--- config.mk ---
export PLATFORM = sky130hd
export DESIGN_NAME = vga_plot_scheduler
export DESIGN_NICKNAME = d
export VERILOG_FILES = /design/src/rtl/vga_plot_scheduler.sv
export SDC_FILE = /design/constraint.sdc
export NUM_CORES = 1
export LEC_CHECK = 0
export BUFFER_PORTS_ARGS = -buffer_cell sky130_fd_sc_hd__buf_2
export CELL_PAD_IN_SITES_DETAIL_PLACEMENT = 1
export CELL_PAD_IN_SITES_GLOBAL_PLACEMENT = 2
export CORE_AREA = 3 3 123 125
export DETAILED_ROUTE_END_ITERATION = 10
export DIE_AREA = 0 0 126 128
export PLACE_DENSITY = 0.82
export SYNTH_ARGS = -nofsm -noshare
export SYNTH_HDL_FRONTEND = slang
export SYNTH_SLANG_ARGS = --single-unit
--- constraint.sdc ---
create_clock -name clock -period 8.2 [get_ports clock]
set_input_delay 1.64 -clock clock [delete_from_list [all_inputs] [get_ports clock]]
set_output_delay 1.64 -clock clock [all_outputs]
set_load 0.01 [all_outputs]
--- src/rtl/vga_plot_scheduler.sv ---
// vga_plot_scheduler: round-robin arbiter and rectangle-fill sequencer for the VGA pixel port.
// Optional `define CLIP_EN: suppress plot for pixels outside the 160x120 visible area.
module vga_plot_scheduler #(
  parameter int NUM_REQ = 4,
  parameter int COORD_W = 8,
  parameter int DIM_W   = 5
) (
  input  logic                       clock,
  input  logic                       resetn,
  input  logic [NUM_REQ-1:0]         req,
  input  logic [NUM_REQ*COORD_W-1:0] req_x,
  input  logic [NUM_REQ*COORD_W-1:0] req_y,
  input  logic [NUM_REQ*DIM_W-1:0]   req_w,
  input  logic [NUM_REQ*DIM_W-1:0]   req_h,
  input  logic [NUM_REQ*3-1:0]       req_colour,
  output logic [NUM_REQ-1:0]         gnt,
  output logic [NUM_REQ-1:0]         done,
  output logic                       busy,
  output logic [COORD_W-1:0]         x,
  output logic [COORD_W-1:0]         y,
  output logic [2:0]                 colour,
  output logic                       plot
);
  localparam int IW = $clog2(NUM_REQ);
  typedef enum logic [1:0] {IDLE, DRAW, DONE} state_t;
  state_t state, state_d;
  logic [IW-1:0] last, win, idx;
  logic [IW:0] sum;
  logic [COORD_W-1:0] x0, y0, x_nxt, y_nxt, x_d, y_d;
  logic [DIM_W-1:0] w, h, cx, cy, w_sel, h_sel;
  logic [2:0] col, colour_d;
  logic [NUM_REQ-1:0] gnt_d, done_d;
  logic any_req, start, row_end, last_px, in_view, busy_d, plot_d;
  // Scan from farthest to nearest so the candidate closest after last wins.
  always_comb begin
    win = '0;
    sum = '0;
    idx = '0;
    for (int k = NUM_REQ; k >= 1; k--) begin
      sum = {1'b0, last} + (IW+1)'(k);
      idx = sum >= (IW+1)'(NUM_REQ) ? IW'(sum - (IW+1)'(NUM_REQ)) : IW'(sum);
      win = req[idx] ? idx : win;
    end
  end
  assign any_req = |req;
  assign start   = state == IDLE && any_req;
  assign w_sel   = req_w[win*DIM_W +: DIM_W];
  assign h_sel   = req_h[win*DIM_W +: DIM_W];
  assign row_end = cx == w - DIM_W'(1);
  assign last_px = row_end && cy == h - DIM_W'(1);
`ifdef CLIP_EN
  logic [COORD_W:0] px, py;
  assign px      = {1'b0, x0} + (COORD_W+1)'(cx);
  assign py      = {1'b0, y0} + (COORD_W+1)'(cy);
  assign in_view = px < (COORD_W+1)'(160) && py < (COORD_W+1)'(120);
  assign x_nxt   = px[COORD_W-1:0];
  assign y_nxt   = py[COORD_W-1:0];
`else
  assign in_view = 1'b1;
  assign x_nxt   = x0 + COORD_W'(cx);
  assign y_nxt   = y0 + COORD_W'(cy);
`endif
  always_ff @(posedge clock or negedge resetn) begin
    if (!resetn) state <= IDLE;
    else state <= state_d;
  end
  always_comb begin
    state_d = state == IDLE ? (any_req ? ((w_sel == '0 || h_sel == '0) ? DONE : DRAW) : IDLE) :
              state == DRAW ? (last_px ? DONE : DRAW) : IDLE;
  end
  always_comb begin
    gnt_d    = start ? NUM_REQ'(1) << win : '0;
    done_d   = state == DONE ? NUM_REQ'(1) << last : '0;
    busy_d   = state_d != IDLE;
    plot_d   = state == DRAW && in_view;
    x_d      = state == DRAW ? x_nxt : x;
    y_d      = state == DRAW ? y_nxt : y;
    colour_d = state == DRAW ? col : colour;
  end
  always_ff @(posedge clock or negedge resetn) begin
    if (!resetn) begin
      gnt    <= '0;
      done   <= '0;
      busy   <= 1'b0;
      x      <= '0;
      y      <= '0;
      colour <= '0;
      plot   <= 1'b0;
      last   <= IW'(NUM_REQ - 1);
      x0     <= '0;
      y0     <= '0;
      w      <= '0;
      h      <= '0;
      col    <= '0;
      cx     <= '0;
      cy     <= '0;
    end else begin
      gnt    <= gnt_d;
      done   <= done_d;
      busy   <= busy_d;
      x      <= x_d;
      y      <= y_d;
      colour <= colour_d;
      plot   <= plot_d;
      if (start) begin
        last <= win;
        x0   <= req_x[win*COORD_W +: COORD_W];
        y0   <= req_y[win*COORD_W +: COORD_W];
        w    <= w_sel;
        h    <= h_sel;
        col  <= req_colour[win*3 +: 3];
        cx   <= '0;
        cy   <= '0;
      end else if (state == DRAW) begin
        cx <= row_end ? '0 : cx + DIM_W'(1);
        cy <= row_end ? cy + DIM_W'(1) : cy;
      end
    end
  end
endmodule

==> results of run 1 <==
-- worst max-delay path by stage --
stage | to | slack, ns | depth (start not counted)
global placement | w[4] | 4.35 | 8
finish | state[1] | 4.55 | 8
floorplan | col[0] | 4.75 | 6
detailed placement | state[1] | 4.15 | 8
CTS | state[1] | 4.50 | 8
global route | state[0] | 4.34 | 8
-- cell families (layout without fill, tap and decap cells) --
group / after synthesis / count (layout) / synth area share
simple gates: 128 / 128 / 0.133
mux: 97 / 97 / 0.221
compound gates: 91 / 91 / 0.117
flops: 72 / 72 / 0.391
buf+inv: 44 / 186 / 0.0450
fa+ha+maj: 20 / 20 / 0.0574
xor+xnor: 19 / 19 / 0.0360
-- stage by stage --
stage | hold slack (ns) | instance area, um2 | worst slack [ns] | util | std cells
after floorplan | 0.439 | 4620 | 4.75 | - | 471
after global placement | 0.454 | 5510 | 4.35 | 0.394 | 780
after detailed placement | 0.458 | 5510 | 4.15 | 0.394 | 780
after CTS | 0.471 | 5770 | 4.50 | 0.412 | 793
after global routing | 0.503 | 5770 | 4.34 | 0.412 | 793
final | 0.468 | 5770 | 4.55 | 0.412 | 793
-- cell type report --
| cell class | instances | area [um2] | area share |
|---|---|---|---|
| clock buffers | 12 | 256 | 0.0445 |
| clock inverters | 1 | 5.00 | 0.000867 |
| flip-flops and latches | 72 | 1800 | 0.313 |
| multi-input cells | 355 | 2630 | 0.455 |
| well taps | 180 | 225 | 0.0390 |
| inverters | 20 | 75.1 | 0.0130 |
| repair buffers | 153 | 776 | 0.134 |
-- state kept, by name, indices dropped and copies added (netlist names) --
signal / cells
state: 2
x: 8
w: 5
h: 5
x0: 8
col: 3
last: 2
colour: 3
gnt: 4
cy: 5
done: 4
cx: 5
busy: 1
y0: 8
y: 8
plot: 1
-- critical path, cell delays in order --
cell and delay [ns]:
buf_2 0.14, nor2b_1 0.17, o21ai_0 0.15, a32oi_4 0.25, buf_4 0.83, mux2i_1 0.30
mux2i_1 0.13, a22o_1 0.25
-- layout by cell type, fill, tap and decap left out, types with 9 or more instances in the layout --
master,synthesis,routed
mux2_2,29,29
buf_2,4,149
inv_1,20,20
nand2_1,71,71
clkbuf_16,0,9
xor2_1,14,14
o21ai_0,51,51
a21oi_1,9,9
ha_1,18,18
dfrtp_1,70,70
mux2i_1,67,67
-- per-layer routing --
layer	track usage	vias up	share of wire
met1	0.202	1873	0.44
met5	0	-	0
met2	0.290	85	0.51
met3	0.0329	14	0.038
li1	-	1942	-
met4	0.0442	0	0.013
-- power by group through the flow --
stage / clock (mW) / combinational [mW] / sequential (mW)
detailed placement: 0 / 1.21 / 0.659
CTS: 0.366 / 1.22 / 0.655
global placement: 0 / 1.15 / 0.651
finish: 0.356 / 1.19 / 0.650
floorplan: 0 / 0.918 / 0.640
global route: 0.383 / 1.35 / 0.677
==> metrics.csv, run 1 <==
stage;metric;value;unit
status;run status;finished clean;
cells_and_area;# fillers;1661;
sta;fmax;274;MHz
yosys;Avg Cell Area, Syn;9.81;um2
cells_and_area;Inserted Diodes;0;
cts;CTS resizes;0;
pwr;overall power;2.20;mW
cells_and_area;share of cells above drive strength 1;0.334;
critical_path;Reg2Reg Setup Slack;4.94;ns
yosys;fraction of registers with async set or reset after synthesis;1.00;
sta;Least-Margin Pin Slew;1.13;ns
critical_path;RR Endpoint;state[1];
yosys;number of flops mapped to enable cells by yosys;0;
floorplanning;Die Area;16100;um2
yosys;most frequent cell after synthesis;nand2_1;
global_route;total grt overflow;0;
cts;Clock Tree Root;clkbuf_16;
cts;Clock Path Buffers;2;
route;Via density;4.94;
floorplanning;row cnt;43;
yosys;top cells by count, synth;71 x nand2_1, 70 x dfrtp_1, 67 x mux2i_1, 51 x o21ai_0, 29 x mux2_2;
cts;CTS tree;built;
sta;Clock Skew;0.00506;ns
yosys;Seq/Total Area, Yosys;0.391;
yosys;Syn Nets;613;
yosys;Post-synth top flop;dfrtp_1;
pwr;Reg power frac;0.296;
sta;RSZ-0062 raised after global routing;false;
floorplanning;die width;126;um
route;DR DRC count;0;
yosys;post-synth top area share;0.379;
cts;CTS sink cnt;72;
global_route;vias in the first global route;4392;
global_route;largest net degree at the start of global routing;73;
sta;Final min period;3.65;ns
critical_path;Worst Reg-to-Reg Cells;8;
pwr;Clock Power Share;0.162;
pwr;combinational power share;0.542;
route;post-route ant nets;0;
floorplanning;IO Pins;151;
critical_path;CP Class;in2reg;
route;via count;3914;
job;max-cap viol count;0;
cells_and_area;Syn-to-layout area delta;24.9;%
place;GP Congestion;0.787;
route;Initial DRT Pass Iterations;4;
pwr;leakage;2.92;nW
yosys;#FFs+latches synth;72;
global_route;initial antenna violation count;0;
global_route;GRT Total Usage;0.163;
yosys;synth top area cells;dfrtp_1 38%, mux2i_1 15%, mux2_2 7.1%, nand2_1 5.8%, o21ai_0 5.5%;
place;Port Buffers;150;
floorplanning;Initial Utilization;0.330;
yosys;Mapped Area;4620;um2
cts;TritonCTS Buffers;9;
sta;fin crit share;0.445;
pwr;Net Sw Frac;0.409;
cts;post-CTS setup buffers;0;
cts;worst-skew pair later-pin latency;0.34;ns
cts;Reg clk slew, reported paths;0.06;ns
critical_path;CP Capture Type;flop;
route;drt wl/cell;16.2;um
pwr;Internal Power;1.30;mW
route;initial DRC count;128;
critical_path;crit path max fanout;64;
cts;H-Tree Level Count;3;
hold_path;Hold Crit Depth;2;
floorplanning;Placeable Area;14000;um2
cells_and_area;Final nets;753;
yosys;Synth area leader;dfrtp_1;
sta;final slew viol count;0;
critical_path;Data required, critical path;8.43;ns
critical_path;startpoint types;primary input;
critical_path;worst r2r src;last[0];
cts;cts hold-fix bufs;0;
hold_path;hold path endpoint;colour[2];
sta;setup_tns;0;ns
pwr;Power Density;380;nW/um2
route;WL final;12800;um
sta;Finish-stage setup viols;0;
yosys;yosys warns;0;
critical_path;Critical Path Start;req[0];
yosys;Cells after Synth;471;
hold_path;Hold Startpoint;col[2];
sta;Final Hold Fails;0;
floorplanning;die height;128;um
pwr;worst vdd ir;193;uV
critical_path;CP arrival;3.87;ns
global_route;first-pass GRT wire length;21700;um
place;HPWL Detailed;9720;um
hold_path;Min-Delay Path Class;reg2reg;
yosys;Synth cell types;49;
pwr;NetSw;0.897;mW
sta;Worst slew margin;0.246;
Power figures use the tool's default switching activity.
==> run 2, diff against run 1 <==
- ABC_AREA: default -> 1
- CORE_AREA: 3 3 123 125 -> 3 3 141 143
- DIE_AREA: 0 0 126 128 -> 0 0 144 146
- PLACE_DENSITY: 0.82 -> 0.72
- clock period: 8.2 -> 3.2 ns (I/O delays scaled with it)
==> run 2 against run 1 <==
  * Clock power grew to 3.3 times the previous value
  * Sequential share of layout area shrank 0.65 points
  * Clock skew increased by 0.0046 ns
  * Non-clock buffer count increased by 4
==> metrics.csv, run 2 <==
stage;metric;value;unit;change
yosys;Post-synth top flop;dfrtp_1;;
critical_path;Data required, critical path;3.48;ns;-4.95 ns
cells_and_area;Syn-to-layout area delta;27.4;%;
critical_path;startpoint types;flop;;
place;GP Congestion;0.841;;+6.9%
route;via count;4506;;+15%
sta;final setup margin;0.328;ns;-4.23 ns
job;max-cap viol count;0;;unchanged
yosys;top cells by count, synth;134 x nand2_1, 122 x nor2_1, 70 x dfrtp_1, 64 x o21ai_0, 49 x inv_1;;
sta;Final min period;2.87;ns;
cts;TritonCTS Buffers;9;;unchanged
sta;setup_tns;0;ns;unchanged
cts;Clock Path Buffers;2;;unchanged
critical_path;RR Endpoint;state[1];;
route;DR DRC count;0;;unchanged
yosys;post-synthesis compound-gate area fraction;0.124;;+0.00687
yosys;Synth area leader;dfrtp_1;;
yosys;Mapped Area;4630;um2;+0.14%
sta;final slew viol count;0;;unchanged
sta;fmax;348;MHz;
floorplanning;row cnt;50;;+16%
floorplanning;Placeable Area;18700;um2;+34%
yosys;Synth Area in Simple Gates;0.302;;+0.169
cts;CTS tree;built;;
yosys;Synth cell types;38;;-22%
pwr;worst vdd ir;402;uV;+110%
cells_and_area;Final nets;913;;+21%
place;HPWL Detailed;12200;um;+25%
cells_and_area;most common cell after layout, fill and taps aside;buf_2;;
yosys;#FFs+latches synth;72;;unchanged
critical_path;Critical Path Start;last[0];;
critical_path;Critical-path top delay cell;dfstp_2;;
floorplanning;Die Area;21000;um2;+30%
critical_path;CP Cell Sequence;inv_2 > ha_1 > inv_1 > nand3_1 > nand2_1 > nand2_4 > nand2_2 > nand2_4 > nand2_8 > buf_4 > nand2_1 > o211ai_2 > nand2_1 > nor2_1 > nand2_1 > nand2_1 > nand2_1 > nand2_1;;
critical_path;worst r2r src;last[0];;
floorplanning;die width;144;um;+14%
global_route;first-pass GRT wire length;25100;um;+15%
pwr;combinational power share;0.609;;+0.067
pwr;NetSw;3.67;mW;+310%
cells_and_area;share of cells above drive strength 1;0.250;;-0.0844
cells_and_area;Inserted Diodes;0;;unchanged
yosys;largest family of logic cells by synthesized area;simple AND/OR/NAND/NOR gates;;
route;Via density;4.46;;-9.6%
sta;Least-Margin Pin Slew;0.923;ns;-0.209 ns
critical_path;CP Class;reg2reg;;
yosys;fraction of registers with async set or reset after synthesis;1.00;;unchanged
critical_path;Reg2Reg Setup Slack;0.33;ns;-4.61 ns
sta;Final Hold Fails;0;;unchanged
sta;Worst slew margin;0.385;;+0.139
cells_and_area;most frequent cells in the layout;149 x buf_2, 134 x nand2_1, 122 x nor2_1;;
cts;Reg clk slew, reported paths;0.06;ns;about the same
global_route;total grt overflow;0;;unchanged
pwr;Power Density;1240;nW/um2;+230%
route;post-route ant nets;0;;unchanged
cts;Clock Tree Root;clkbuf_16;;
sta;Finish-stage setup viols;0;;unchanged
yosys;number of flops mapped to enable cells by yosys;0;;unchanged
cts;cts hold-fix bufs;0;;unchanged
yosys;most frequent cell after synthesis;nand2_1;;
pwr;Net Sw Frac;0.501;;+0.0929
route;drt wl/cell;15.2;um;-6.1%
pwr;Reg power frac;0.230;;-0.066
yosys;Post-Synth XOR/XNOR Area;0.0417;;+0.00563
global_route;largest net degree at the start of global routing;73;;unchanged
pwr;Clock Power Share;0.162;;about the same
global_route;initial antenna violation count;0;;unchanged
floorplanning;Initial Utilization;0.247;;-0.0829
yosys;synth top area cells;dfrtp_1 38%, nand2_1 11%, nor2_1 9.9%, o21ai_0 6.9%, ha_1 4.9%;;
hold_path;Min-Delay Path Class;in2async;;
yosys;multiplexer area fraction after synthesis;0;;-0.221
critical_path;CP endpoint;state[1];;
critical_path;cell mode on critical path;nand2_1;;
yosys;Synth Area in Adders;0.0573;;-0.0000777
critical_path;Worst Reg-to-Reg Cells;18;;+10
floorplanning;die height;146;um;+14%
yosys;Seq/Total Area, Yosys;0.390;;-0.000528
route;WL final;15400;um;+20%
yosys;post-synth top area share;0.379;;-0.000513
yosys;Avg Cell Area, Syn;7.32;um2;-25%
yosys;yosys warns;0;;unchanged
global_route;GRT Total Usage;0.149;;-0.0139
route;initial DRC count;202;;+58%
route;Initial DRT Pass Iterations;4;;unchanged
cts;CTS sink cnt;72;;unchanged
critical_path;Max stage delay on crit path;0.60;ns;-0.23 ns
yosys;Cells after Synth;632;;+34%
status;run status;finished clean;;
critical_path;CP arrival;3.15;ns;-0.72 ns
cts;post-CTS setup buffers;0;;unchanged
critical_path;CP Capture Type;flop;;
cts;H-Tree Level Count;3;;unchanged
sta;fin crit share;0.897;;
yosys;Syn Nets;774;;+26%
floorplanning;IO Pins;151;;unchanged
place;post-place setup slack;0.326;ns;-3.83 ns
pwr;leakage;2.98;nW;+2.2%
cts;worst-skew pair later-pin latency;0.34;ns;about the same
critical_path;crit path max fanout;33;;-48%
sta;RSZ-0062 raised after global routing;false;;
place;Port Buffers;150;;unchanged
sta;Clock Skew;0.00967;ns;+0.00461 ns
cts;CTS resizes;0;;unchanged
global_route;vias in the first global route;4896;;+11%
pwr;Internal Power;3.65;mW;+180%
[run 2: cell count changes after synthesis, sizes merged, moves of 7 or more]
cell    previous run  this run
a31oi              2        21
inv               20        53
mux2              29         0
mux2i             67         0
nand2             71       144
nand2b             7         0
nand3              6        44
nor2               7       122
o21ai             56        70
or4                8         0
[run 2: critical path: cells and delay by family, from the launching register on]
kind                       cells  cell delay [ns]
AOI/OAI and AO/OA              1             0.06
adders and majority gates      1             0.36
and+or+nand+nor               13             1.26
DFF                            1             0.60
buffers and inverters          3             0.51
[run 2: metrics by stage]
step	hold slack, ns	area [um2]	std cells	utilization	total power [mW]
2_1_floorplan	0.344	4630	632	-	5.16
3_3_place_gp	0.453	5550	994	0.297	6.12
3_5_place_dp	0.457	5550	994	0.297	6.25
4_1_cts	0.472	5890	1010	0.315	7.47
5_1_grt	0.509	5890	1010	0.315	8.22
6_report	0.433	5890	1010	0.315	7.33
[run 2: cell type report]
class / count / area (um2)
Timing Repair Buffer: 157 / 806
Clock inverter: 6 / 115
Inverter: 54 / 210
Multi-Input combinational cell: 477 / 2430
Sequential cell: 72 / 1800
Clock buffer: 10 / 229
Tap cell: 234 / 293
Fill cell: 2334 / 12800
[run 2: worst min path at each step]
stage	from	to	slack, ns	cells after the start
after global placement	colour[0]	colour[0]	0.45	2
after detailed placement	x[0]	x[0]	0.46	2
after CTS	x[0]	x[0]	0.47	2
final	resetn	plot	0.43	1
after floorplan	resetn	busy	0.34	0
after global routing	col[2]	colour[2]	0.51	2
[run 2: kinds of logic (layout without fill, tap and decap cells)]
logic type | after synthesis | after routing
simple gates | 329 | 329
compound gates | 106 | 106
flops | 72 | 72
xor+xnor | 22 | 22
fa+ha+maj | 20 | 20
buf+inv | 83 | 227
[run 2: per-layer routing]
| metal | global-route usage | part of all wire |
|---|---|---|
| met1 | 0.210 | 0.49 |
| met2 | 0.233 | 0.45 |
| met3 | 0.0230 | 0.043 |
| met4 | 0.0490 | 0.013 |
| met5 | 0 | 0 |
[run 2: power groups by stage]
stage               logic (mW)  clock network [mW]  registers [mW]
CTS                       4.57                1.21            1.69
global placement          4.42                   0            1.69
global route              5.21                1.26            1.75
detailed placement        4.54                   0            1.70
finish                    4.46                1.18            1.68
floorplan                 3.52                   0            1.64
